### src/rtl/seg_scan_driver.sv
// Time-multiplexed hex driver for DIGITS seven-segment digits on a shared segment bus.
// New values are double-buffered and take effect only at a frame boundary.
module seg_scan_driver #(
  parameter int DIGITS         = 4,
  parameter int SCAN_DIV       = 50000,
  parameter int BLANK_CYCLES   = 500,
  parameter int SEG_ACTIVE_LOW = 1,
  parameter int AN_ACTIVE_LOW  = 1
) (
  input  logic                  clk,
  input  logic                  rst,
  input  logic [4*DIGITS-1:0]   value,
  input  logic [DIGITS-1:0]     dp,
  input  logic [DIGITS-1:0]     blank,
  input  logic                  lz_en,
  input  logic                  load,
  output logic [6:0]            seg,
  output logic                  seg_dp,
  output logic [DIGITS-1:0]     an,
  output logic                  frame_start
);

  localparam int CNT_W = (SCAN_DIV > 1) ? $clog2(SCAN_DIV) : 1;
  localparam int IDX_W = (DIGITS > 1) ? $clog2(DIGITS) : 1;

  localparam logic [6:0]        SEG_OFF   = (SEG_ACTIVE_LOW != 0) ? '1 : '0;
  localparam logic              SEGDP_OFF = (SEG_ACTIVE_LOW != 0);
  localparam logic [DIGITS-1:0] AN_OFF    = (AN_ACTIVE_LOW != 0) ? '1 : '0;
  localparam logic [CNT_W-1:0]  CNT_LAST  = CNT_W'(SCAN_DIV - 1);
  localparam logic [CNT_W-1:0]  CNT_BLANK = CNT_W'(BLANK_CYCLES);
  localparam logic [IDX_W-1:0]  IDX_LAST  = IDX_W'(DIGITS - 1);

  typedef struct packed {
    logic [4*DIGITS-1:0] value;
    logic [DIGITS-1:0]   dp;
    logic [DIGITS-1:0]   blank;
    logic                lz;
  } disp_t;

  logic [CNT_W-1:0]  cnt;
  logic [IDX_W-1:0]  idx;
  disp_t             pend;
  disp_t             act;
  disp_t             in_buf;
  logic              pend_valid;
  logic              wrap;
  logic              frame_end;
  logic [DIGITS-1:0] supp;
  logic              zero_above;
  logic [3:0]        cur_nib;
  logic              cur_lit;
  logic              cur_dp;

  function automatic logic [6:0] glyph(input logic [3:0] n);
    case (n)
      4'h0: glyph = 7'b0111111;
      4'h1: glyph = 7'b0000110;
      4'h2: glyph = 7'b1011011;
      4'h3: glyph = 7'b1001111;
      4'h4: glyph = 7'b1100110;
      4'h5: glyph = 7'b1101101;
      4'h6: glyph = 7'b1111101;
      4'h7: glyph = 7'b0000111;
      4'h8: glyph = 7'b1111111;
      4'h9: glyph = 7'b1101111;
      4'hA: glyph = 7'b1110111;
      4'hB: glyph = 7'b1111100;
      4'hC: glyph = 7'b0111001;
      4'hD: glyph = 7'b1011110;
      4'hE: glyph = 7'b1111001;
      default: glyph = 7'b1110001;
    endcase
  endfunction

  always_comb begin
    in_buf    = {value, dp, blank, lz_en};
    wrap      = (cnt == CNT_LAST);
    frame_end = wrap && (idx == IDX_LAST);
  end

  // Suppression walks down from the top digit; digit 0 is never suppressed.
  always_comb begin
    supp       = '0;
    zero_above = 1'b1;
    for (int unsigned k = 0; k + 1 < DIGITS; k++) begin
      zero_above             = zero_above & (act.value[4*(DIGITS-1-k) +: 4] == 4'h0);
      supp[DIGITS-1-k]       = act.lz & zero_above;
    end
  end

  always_comb begin
    cur_nib = '0;
    cur_lit = 1'b0;
    cur_dp  = 1'b0;
    for (int unsigned i = 0; i < DIGITS; i++) begin
      if (idx == IDX_W'(i)) begin
        cur_nib = act.value[4*i +: 4];
        cur_lit = ~act.blank[i] & ~supp[i];
        cur_dp  = act.dp[i] & ~act.blank[i];
      end
    end
  end

  always_ff @(posedge clk or posedge rst) begin
    if (rst) begin
      cnt         <= '0;
      idx         <= '0;
      pend        <= '0;
      act         <= '0;
      pend_valid  <= 1'b0;
      seg         <= SEG_OFF;
      seg_dp      <= SEGDP_OFF;
      an          <= AN_OFF;
      frame_start <= 1'b0;
    end else begin
      cnt <= wrap ? '0 : cnt + 1'b1;
      if (wrap) idx <= (idx == IDX_LAST) ? '0 : idx + 1'b1;

      if (load) pend <= in_buf;
      // A load on the boundary cycle bypasses the pending buffer so it is not lost.
      if (frame_end && (pend_valid || load)) begin
        act        <= load ? in_buf : pend;
        pend_valid <= 1'b0;
      end else if (load) begin
        pend_valid <= 1'b1;
      end

      frame_start <= (cnt == '0) && (idx == '0);
      if (cnt < CNT_BLANK) begin
        an     <= AN_OFF;
        seg    <= SEG_OFF;
        seg_dp <= SEGDP_OFF;
      end else begin
        an     <= AN_OFF ^ (DIGITS'(1) << idx);
        seg    <= cur_lit ? (glyph(cur_nib) ^ SEG_OFF) : SEG_OFF;
        seg_dp <= cur_dp ^ SEGDP_OFF;
      end
    end
  end

endmodule

### config.mk
export PLATFORM = sky130hd
export DESIGN_NAME = seg_scan_driver
export DESIGN_NICKNAME = d
export VERILOG_FILES = /design/src/rtl/seg_scan_driver.sv
export SDC_FILE = /design/constraint.sdc
export NUM_CORES = 1
export LEC_CHECK = 0
export ABC_AREA = 1
export BUFFER_PORTS_ARGS = -buffer_cell sky130_fd_sc_hd__buf_2
export CORE_MARGIN = 4
export CORE_UTILIZATION = 45
export DETAILED_ROUTE_END_ITERATION = 12
export GPL_ROUTABILITY_DRIVEN = 0
export PLACE_DENSITY_LB_ADDON = 0.1
export SYNTH_ARGS = -nofsm -noshare
export SYNTH_HDL_FRONTEND = slang
export SYNTH_SLANG_ARGS = --single-unit
export TNS_END_PERCENT = 100
### constraint.sdc
create_clock -name clk -period 6.5 [get_ports clk]
set_input_delay 0.975 -clock clk [delete_from_list [all_inputs] [get_ports clk]]
set_output_delay 0.975 -clock clk [all_outputs]
set_load 0.03 [all_outputs]
After elaboration in Yosys (flattened, before gate mapping)
Memories as Yosys holds them, arrays and structs flattened.
Cells that the tools add are included.
{ "word_totals": {"wordCells": 78, "n_memories": 1, "regBits": 82, "inputBits": 28, "romBits": 112} }
{ "op_classes": {"eq_ne": 4, "muxes": 22, "n_addsub": 2, "n_reduce_logical": 10, "magnitude_cmp": 1, "n_shift": 1, "n_bitwise": 22} }
{ "memory_table": {"columns": ["name", "depth", "word_bits", "read_ports", "rd_ports_with_merged_regs", "write_ports", "line_no", "text"], "rows": [
  ["(no name shown)", 16, 7, 1, 0, 0, "55", "case (n)"]
]} }
{ "op_table": {"columns": ["cell", "count"], "rows": [
  ["two-way mux 25 bit", 1],
  ["two-way mux 7 bit", 3],
  ["two-way mux 4 bit", 5],
  ["adder 16 x 1 -> 16 bit, second input constant", 1],
  ["== test 16 bit, second input constant", 1],
  ["zero test 16 bit", 1],
  ["less-than comparator 16 x 9 -> 1 bit, second input constant", 1],
  ["two-way mux 16 bit", 1],
  ["bitwise AND 1 bit", 12],
  ["zero test 4 bit", 3],
  ["two-way mux 1 bit", 11],
  ["NOT 1 bit", 8],
  ["NOT 7 bit", 1],
  ["== test 2 bit, second input constant", 2],
  ["NOT 4 bit", 1],
  ["<< shifter 1 x 2 -> 4 bit, first input constant", 1],
  ["logical AND 1 bit", 3],
  ["adder 2 x 1 -> 2 bit, second input constant", 1],
  ["== test 2 x 1 -> 1 bit, second input constant", 1],
  ["zero test 2 bit", 1],
  ["two-way mux 2 bit", 1],
  ["nonzero test 2 bit", 1],
  ["logical OR 1 bit", 1]
]} }

Depth between registers and ports, before layout
Gate-level depths: netlist of run 1.
{ "depth": {"ltp_word": 11, "ltp_mapped": 15, "ltp_nobuf": 15} }

Least setup slack after synthesis of run 1
Ideal clock, no wire load.
{ "synth_path": {"kind": "flip-flop to flip-flop", "from": "register idx[0]", "to": "register seg[3]", "arrival_ns": 2.116, "stages_incl_launch_ff": 15, "slack_ns": 4.290, "path_buffers": 1, "t_required_ns": 6.406, "period_less_slack_ns": 2.210, "cell_sequence": "dfrtp_1 > inv_1 > ha_1 > buf_2 > a21oi_1 > nand2_1 > a21boi_0 > inv_1 > ha_1 > inv_1 > nand2_1 > nand3_1 > nand2_1 > inv_1 > nand3_1"} }
{ "synth_via": {"elab_chain_cells": 10, "elab_cells_between_ends": 17, "classes_between": "3 x eq/ne; 11 x mux; 1 x bitwise; 1 x reduce/logical; 1 x memory"} }
{ "synth_rtl": {"columns": ["element", "line_no", "text"], "rows": [
  ["start, declared", "41", "logic [IDX_W-1:0] idx;"],
  ["start signal, assigned", "117", "if (wrap) idx <= (idx == IDX_LAST) ? '0 : idx + 1'b1;"],
  ["zero test 2 bit", "96", "if (idx == IDX_W'(i)) begin"],
  ["two-way mux 4 bit (4 in a row)", "96", null],
  ["memory (16 x 7 bit)", null, null],
  ["two-way mux 7 bit", "129", "if (cnt < CNT_BLANK) begin"],
  ["NOT 7 bit (no source line)", null, null],
  ["two-way mux 7 bit *", "135", "seg <= cur_lit ? (glyph(cur_nib) ^ SEG_OFF) : SEG_OFF;"],
  ["two-way mux 7 bit *", "129", null],
  ["end signal, assigned", "135", null],
  ["end, declared", "17", "output logic [6:0] seg,"]
]} }
Every way passes the cells marked *; elsewhere a longest branch is shown, timed or not. The select of a mux whose other input is x is not followed.
A chain may end at the register's enable or synchronous reset.

Final worst setup path of run 1
Ends and elaborated chain as after synthesis.

==> impl_metrics.yaml, run 1 <==
clock_network:
  clock-sinks: 82
  tritoncts_clock_tree: "done"
  cts-htree-levels: 3
  ctsResizeCount: 0
  clk_root_buffer_cell: "clkbuf_8"
  postCtsSetupBuffers: 0
  clk_pin_slew_worst_paths_ns: 0.08
  ctsLongestPathBuffers: 2
  worst_skew_pair.late_latency_ns: 0.35
  post_cts_hold_buffer_count: 0
  tritoncts.num_buffers: 9
route:
  via_count: 3028
  initialDrtViolationCount: 113
  antenna_violating_nets_post_route: 0
  wire_per_inst_um: 12.1
  drtPass1Iterations: 4
  postRouteWirelength_um: 7670
  vias_per_cell: 4.80
  route.detailed.drc: 0
die:
  floorplan.die_area_mm2: 0.0101
  die-width_um: 100
  core.rowCount: 33
  core_area_mm2: 0.00826
  die_h_um: 100
  pin_count: 41
  initial_core_util: 0.466
layout:
  finalNetCount: 562
  fraction_of_final_layout_cells_sized_beyond_drive_strength_1: 0.143
  layout_overhead_on_the_synthesized_area_pct: 13.0
  most_common_library_cell_in_the_layout_ignoring_fill_and_taps: "nand2_1"
  count_of_antenna_diodes_in_the_layout: 0
  final_cell_mix: "nand2_1 (199), dfrtp_1 (70), inv_1 (48)"
synth:
  yosysWarnings: 0
  synthesized_flop_and_latch_total: 82
  syn-cell-area_mm2: 0.00385
  synthCells: 481
  yosys.cell_types.count: 28
  synth_edf_count: 0
  synthesis.area_per_instance_um2: 8.00
  ys_seq_area_frac: 0.537
  postSynth.asyncResetShare: 1.00
  ys.flop_type: "dfrtp_1"
  postSynthNetCount: 521
setup_path:
  critPathCaptureType: "flop"
  criticalPathCategory: "reg -> reg"
  worst-path-max-fanout: 11
  critical_path_arrival_ns: 2.86
  crit_required_ns: 6.76
  start_kind: "flop"
sta:
  setup_repair_after_global_routing_missed_its_margin: "false"
  fmax_mhz: 385
  max-slew-margin-rel: 0.321
  report.final.setup_viol: 0
  period_needed_ns: 2.60
  final.setup.tns_ns: 0
  report.final.slew_viol_count: 0
  final_hold_viol_count: 0
  actual_slew_at_the_worst_max_slew_pin_ns: 1.02
  clock_skew_ns: 0.0104
  layout_worst_path_cycle_share: 0.400
global_routing:
  pin_count_of_the_biggest_net_entering_global_routing: 83
  grt_first_pass_wirelength_um: 13400
  grt.total_usage: 0.166
  initial_antenna_violation_count: 0
  vias_in_the_first_global_route: 2868
  global_route.overflow_total: 0
power_and_ir_drop:
  worst_voltage_drop_across_the_vdd_grid_v: 0.000116
  power.share.sequential: 0.533
  p_total_uw: 1010
  total_switching_power_uw: 224
  cell_internal_pwr_uw: 788
  power_density_mw_per_mm2: 233
  leakagePower_uw: 0.00227
  power.clock.fraction: 0.405
  comb_power_share: 0.062
  switching_share: 0.221
placement:
  hpwlAfterDp_um: 5510
  numPortBuffers: 40
status:
  outcome: "completed"
run:
  maxCapViolations: 0
worst_hold_path:
  hold_path_class: "reg -> reg"
## stage by stage
stage / hold WS [ns] / std cells / setup slack, ns / area, µm² / utilization
final: 0.475 / 631 / 3.90 / 4350 / 0.527
after CTS: 0.479 / 631 / 3.90 / 4350 / 0.527
after global placement: 0.459 / 616 / 3.92 / 4130 / 0.500
after global routing: 0.497 / 631 / 3.61 / 4350 / 0.527
after floorplan: 0.433 / 481 / 3.44 / 3850 / -
after detailed placement: 0.459 / 616 / 3.88 / 4130 / 0.500
## cell families after synthesis
logic type	Yosys count	share of synthesized area
and+or+nand+nor	279	0.294
DFF	82	0.537
buffers and inverters	65	0.0689
AOI/OAI and AO/OA	42	0.0591
adders and majority gates	12	0.0390
xor gates and xnor gates	1	0.00228
## registers in the layout, summed over array words and instances, names as in the netlist
signal       flops
act             25
an               4
cnt             16
frame_start      1
idx              2
pend            25
pend_valid       1
seg              7
seg_dp           1
## worst max-delay path, cell delays in order, from the launching register on
cell	delay [ns]
dfrtp_1	0.40
inv_1	0.13
ha_1	0.41
a21oi_1	0.12
a21boi_0	0.58
inv_1	0.19
ha_1	0.32
inv_1	0.05
nand2_1	0.06
nand3_1	0.08
nand2_1	0.05
inv_1	0.04
nand3_1	0.07
## Yosys cell counts (all sizes together) (6+ instances only)
cell | n | share of area
nand2 | 201 | 0.20
dfrtp | 70 | 0.45
inv | 53 | 0.052
nand3 | 34 | 0.044
nor2 | 31 | 0.030
o21ai | 18 | 0.023
a21oi | 16 | 0.021
dfstp | 12 | 0.082
ha | 12 | 0.039
nor3 | 7 | 0.012
buf | 6 | 0.011
clkbuf | 6 | 0.0058
## final cells by class
cell class	instances	area [µm²]
Inverter	53	199
Timing Repair Buffer	42	215
Tap cell	105	131
Fill cell	825	3910
Clock inverter	2	60.1
Sequential cell	82	2070
Multi-Input combinational cell	334	1520
Clock buffer	13	159
## per-layer routing
layer / GRT usage / part of all wire / vias up
met3: 0.0332 / 0.044 / 12
met1: 0.236 / 0.51 / 1385
met4: 0.0684 / 0.018 / 0
met2: 0.250 / 0.43 / 53
li1: - / - / 1578
met5: 0 / 0 / -
## power by group through the flow
stage                     registers, µW  logic, µW  clock network (µW)
after floorplan                     546       44.1                   0
after global placement              549       64.3                   0
after detailed placement            549       64.7                   0
after CTS                           539       65.1                 418
after global routing                541       74.8                 440
final                               539       62.9                 409
## final timing paths
path	start	end	slack, ns	cells past startpoint
worst min-delay path	pend[12]	pend[12]	0.47	2
max in group asynchronous	rst	act[20]	4.91	3
worst max-delay path	idx[0]	seg[3]	3.90	12
worst min register to register	pend[12]	pend[12]	0.47	2
min in group asynchronous	rst	cnt[15]	0.95	3
worst max register to register	idx[0]	seg[3]	3.90	12
Note: power is estimated with default switching activity, not from simulation.
==> run 2: changes to the inputs <==
==> constraint.sdc (replaced) <==
create_clock -name clk -period 2.1 [get_ports clk]
set_input_delay 0.315 -clock clk [delete_from_list [all_inputs] [get_ports clk]]
set_output_delay 0.315 -clock clk [all_outputs]
set_load 0.03 [all_outputs]
==> run 2 against run 1 <==
Critical endpoint is now seg[1]. Register-to-register slack worse by 3.8 ns. Routed wire length is 3.5% higher. Worst hold slack worse by 0.40 ns. Core utilization is 2.2 points higher. Design area is 4.2% higher. Worst setup slack worse by 3.8 ns.
==> impl_metrics.yaml, run 2 (synthesis gave the netlist of run 1 again) <==
sta:
  max-slew-margin-rel: 0.591
  final_hold_viol_count: 0
  final.setup.tns_ns: 0
  finalHoldWorstSlack_ns: 0.0784
  report.final.setup_viol: 0
  clock_skew_ns: 0.0111
  fmax_mhz: 508
  actual_slew_at_the_worst_max_slew_pin_ns: 0.613
  layout_worst_path_cycle_share: 0.938
  period_needed_ns: 1.97
  report.final.slew_viol_count: 0
  setup_slack_ns: 0.130
global_routing:
  grt_first_pass_wirelength_um: 13800
  pin_count_of_the_biggest_net_entering_global_routing: 49
  vias_in_the_first_global_route: 2901
  grt.total_usage: 0.170
  global_route.overflow_total: 0
  initial_antenna_violation_count: 0
die:
  core_area_mm2: 0.00826
  die-width_um: 100
  core.rowCount: 33
  pin_count: 41
  initial_core_util: 0.466
  floorplan.die_area_mm2: 0.0101
  die_h_um: 100
layout:
  layout_overhead_on_the_synthesized_area_pct: 17.7
  final.fill_count: 825
  fraction_of_final_layout_cells_sized_beyond_drive_strength_1: 0.195
  count_of_antenna_diodes_in_the_layout: 0
  largest_registers: "act: 25 flops, pend: 25 flops, cnt: 16 flops"
  final_cell_mix: "nand2_1 (197), dfrtp_1 (69), inv_1 (44)"
  most_common_library_cell_in_the_layout_ignoring_fill_and_taps: "nand2_1"
  finalNetCount: 574
setup_path:
  regToRegEndpoint: "seg[1]"
  cp_num_buf_inv: 3
  critPathCaptureType: "flop"
  cpPeakStageDelay_ns: 0.42
  cell_family_with_the_largest_share_of_critical_path_delay: "simple AND/OR/NAND/NOR gates"
  critical_path.cell_chain: "buf_4 -> ha_4 -> buf_4 -> a21oi_1 -> nand2_1 -> nand2_1 -> nand2_2 -> inv_1 -> nand2_1 -> nand2_1 -> nand2_1 -> nand2_1 -> nand3_1"
  critical-path-slowest-cell: "dfrtp_1"
  start_kind: "flop"
  criticalPathCategory: "reg -> reg"
  cp_common_cell: "nand2_1"
  r2r_setup_slack_ns: 0.13
  critical_path_arrival_ns: 2.23
  crit_required_ns: 2.36
  critical_path.reg2reg.startpoint: "idx[1]"
  r2r_cells: 13
  worst-path-max-fanout: 8
clock_network:
  cts-htree-levels: 3
  worst_skew_pair.late_latency_ns: 0.35
  post_cts_hold_buffer_count: 0
  ctsLongestPathBuffers: 2
  tritoncts_clock_tree: "done"
  clk_root_buffer_cell: "clkbuf_8"
  clock-sinks: 82
  clk_pin_slew_worst_paths_ns: 0.09
  tritoncts.num_buffers: 9
route:
  via_count: 3096
  route.detailed.drc: 0
  antenna_violating_nets_post_route: 0
  postRouteWirelength_um: 7930
  wire_per_inst_um: 12.3
  vias_per_cell: 4.81
  initialDrtViolationCount: 130
  drtPass1Iterations: 4
placement:
  preCtsSetupSlack_ns: 0.0168
  numPortBuffers: 40
  hpwlAfterDp_um: 5770
power_and_ir_drop:
  power_density_mw_per_mm2: 716
  p_total_uw: 3250
  worst_voltage_drop_across_the_vdd_grid_v: 0.000591
  leakagePower_uw: 0.00234
status:
  outcome: "completed"
run:
  maxCapViolations: 0
worst_hold_path:
  hold_path_class: "in -> async"
==> run 2: changes by cell type in the layout (fill, tap and decap cells not counted), moves of 2 or more <==
cell	change
a21oi_1	-2
a21oi_2	+2
buf_4	+11
clkbuf_1	-2
clkbuf_8	-2
clkinv_2	+2
clkinv_4	+2
ha_1	-5
ha_2	+2
ha_4	+3
inv_1	-4
inv_2	+2
nand2_1	-2
nand2_2	+2
==> run 2: worst min-delay path, stage by stage <==
cell and delay (ns):
buf_2 0.11, clkinvlp_4 0.06, buf_4 0.36
==> run 2: metal layers <==
| layer | vias to the layer above | wire, µm | GRT usage |
|---|---|---|---|
| met5 | - | 0 | 0 |
| met3 | 9 | 258 | 0.0304 |
| met1 | 1439 | 3950 | 0.245 |
| li1 | 1598 | - | - |
| met4 | 0 | 107 | 0.0674 |
| met2 | 50 | 3610 | 0.256 |
==> run 2: worst max-delay path by stage <==
stage	endpoint	slack (ns)	from	cells after the start
floorplan	seg[3]	0.05	idx[0]	14
global placement	seg[3]	0.07	idx[0]	14
detailed placement	seg[3]	0.02	idx[0]	14
CTS	seg[0]	0.02	idx[1]	12
global route	seg[1]	-0.02	idx[1]	13
finish	seg[1]	0.13	idx[1]	13
==> run 2: cell type report <==
cell class,count,area (µm²),area share
Inverter,53,205,0.0453
Clock buffer,9,124,0.0273
Clock inverter,7,118,0.0260
Timing Repair Buffer,54,309,0.0682
Tap cell,105,131,0.0290
Sequential cell,82,2070,0.456
Multi-Input combinational cell,334,1580,0.348
==> run 2: per-stage QoR <==
stage,utilization,instance area (µm²),cells
global placement,0.508,4190,624
floorplan,-,3850,481
CTS,0.537,4440,640
global route,0.549,4530,644
detailed placement,0.508,4190,624
finish,0.549,4530,644
==> run 2: timing repair <==
item	in CTS	in global routing
resized for setup	1	19
pin swaps	0	3
setup endpoints to repair	1	7
buffers inserted	0	4
==> run 2: where the power goes <==
group	internal (µW)	switching, µW
sequential	1640	24.7
clock	790	581
combinational	71.4	135
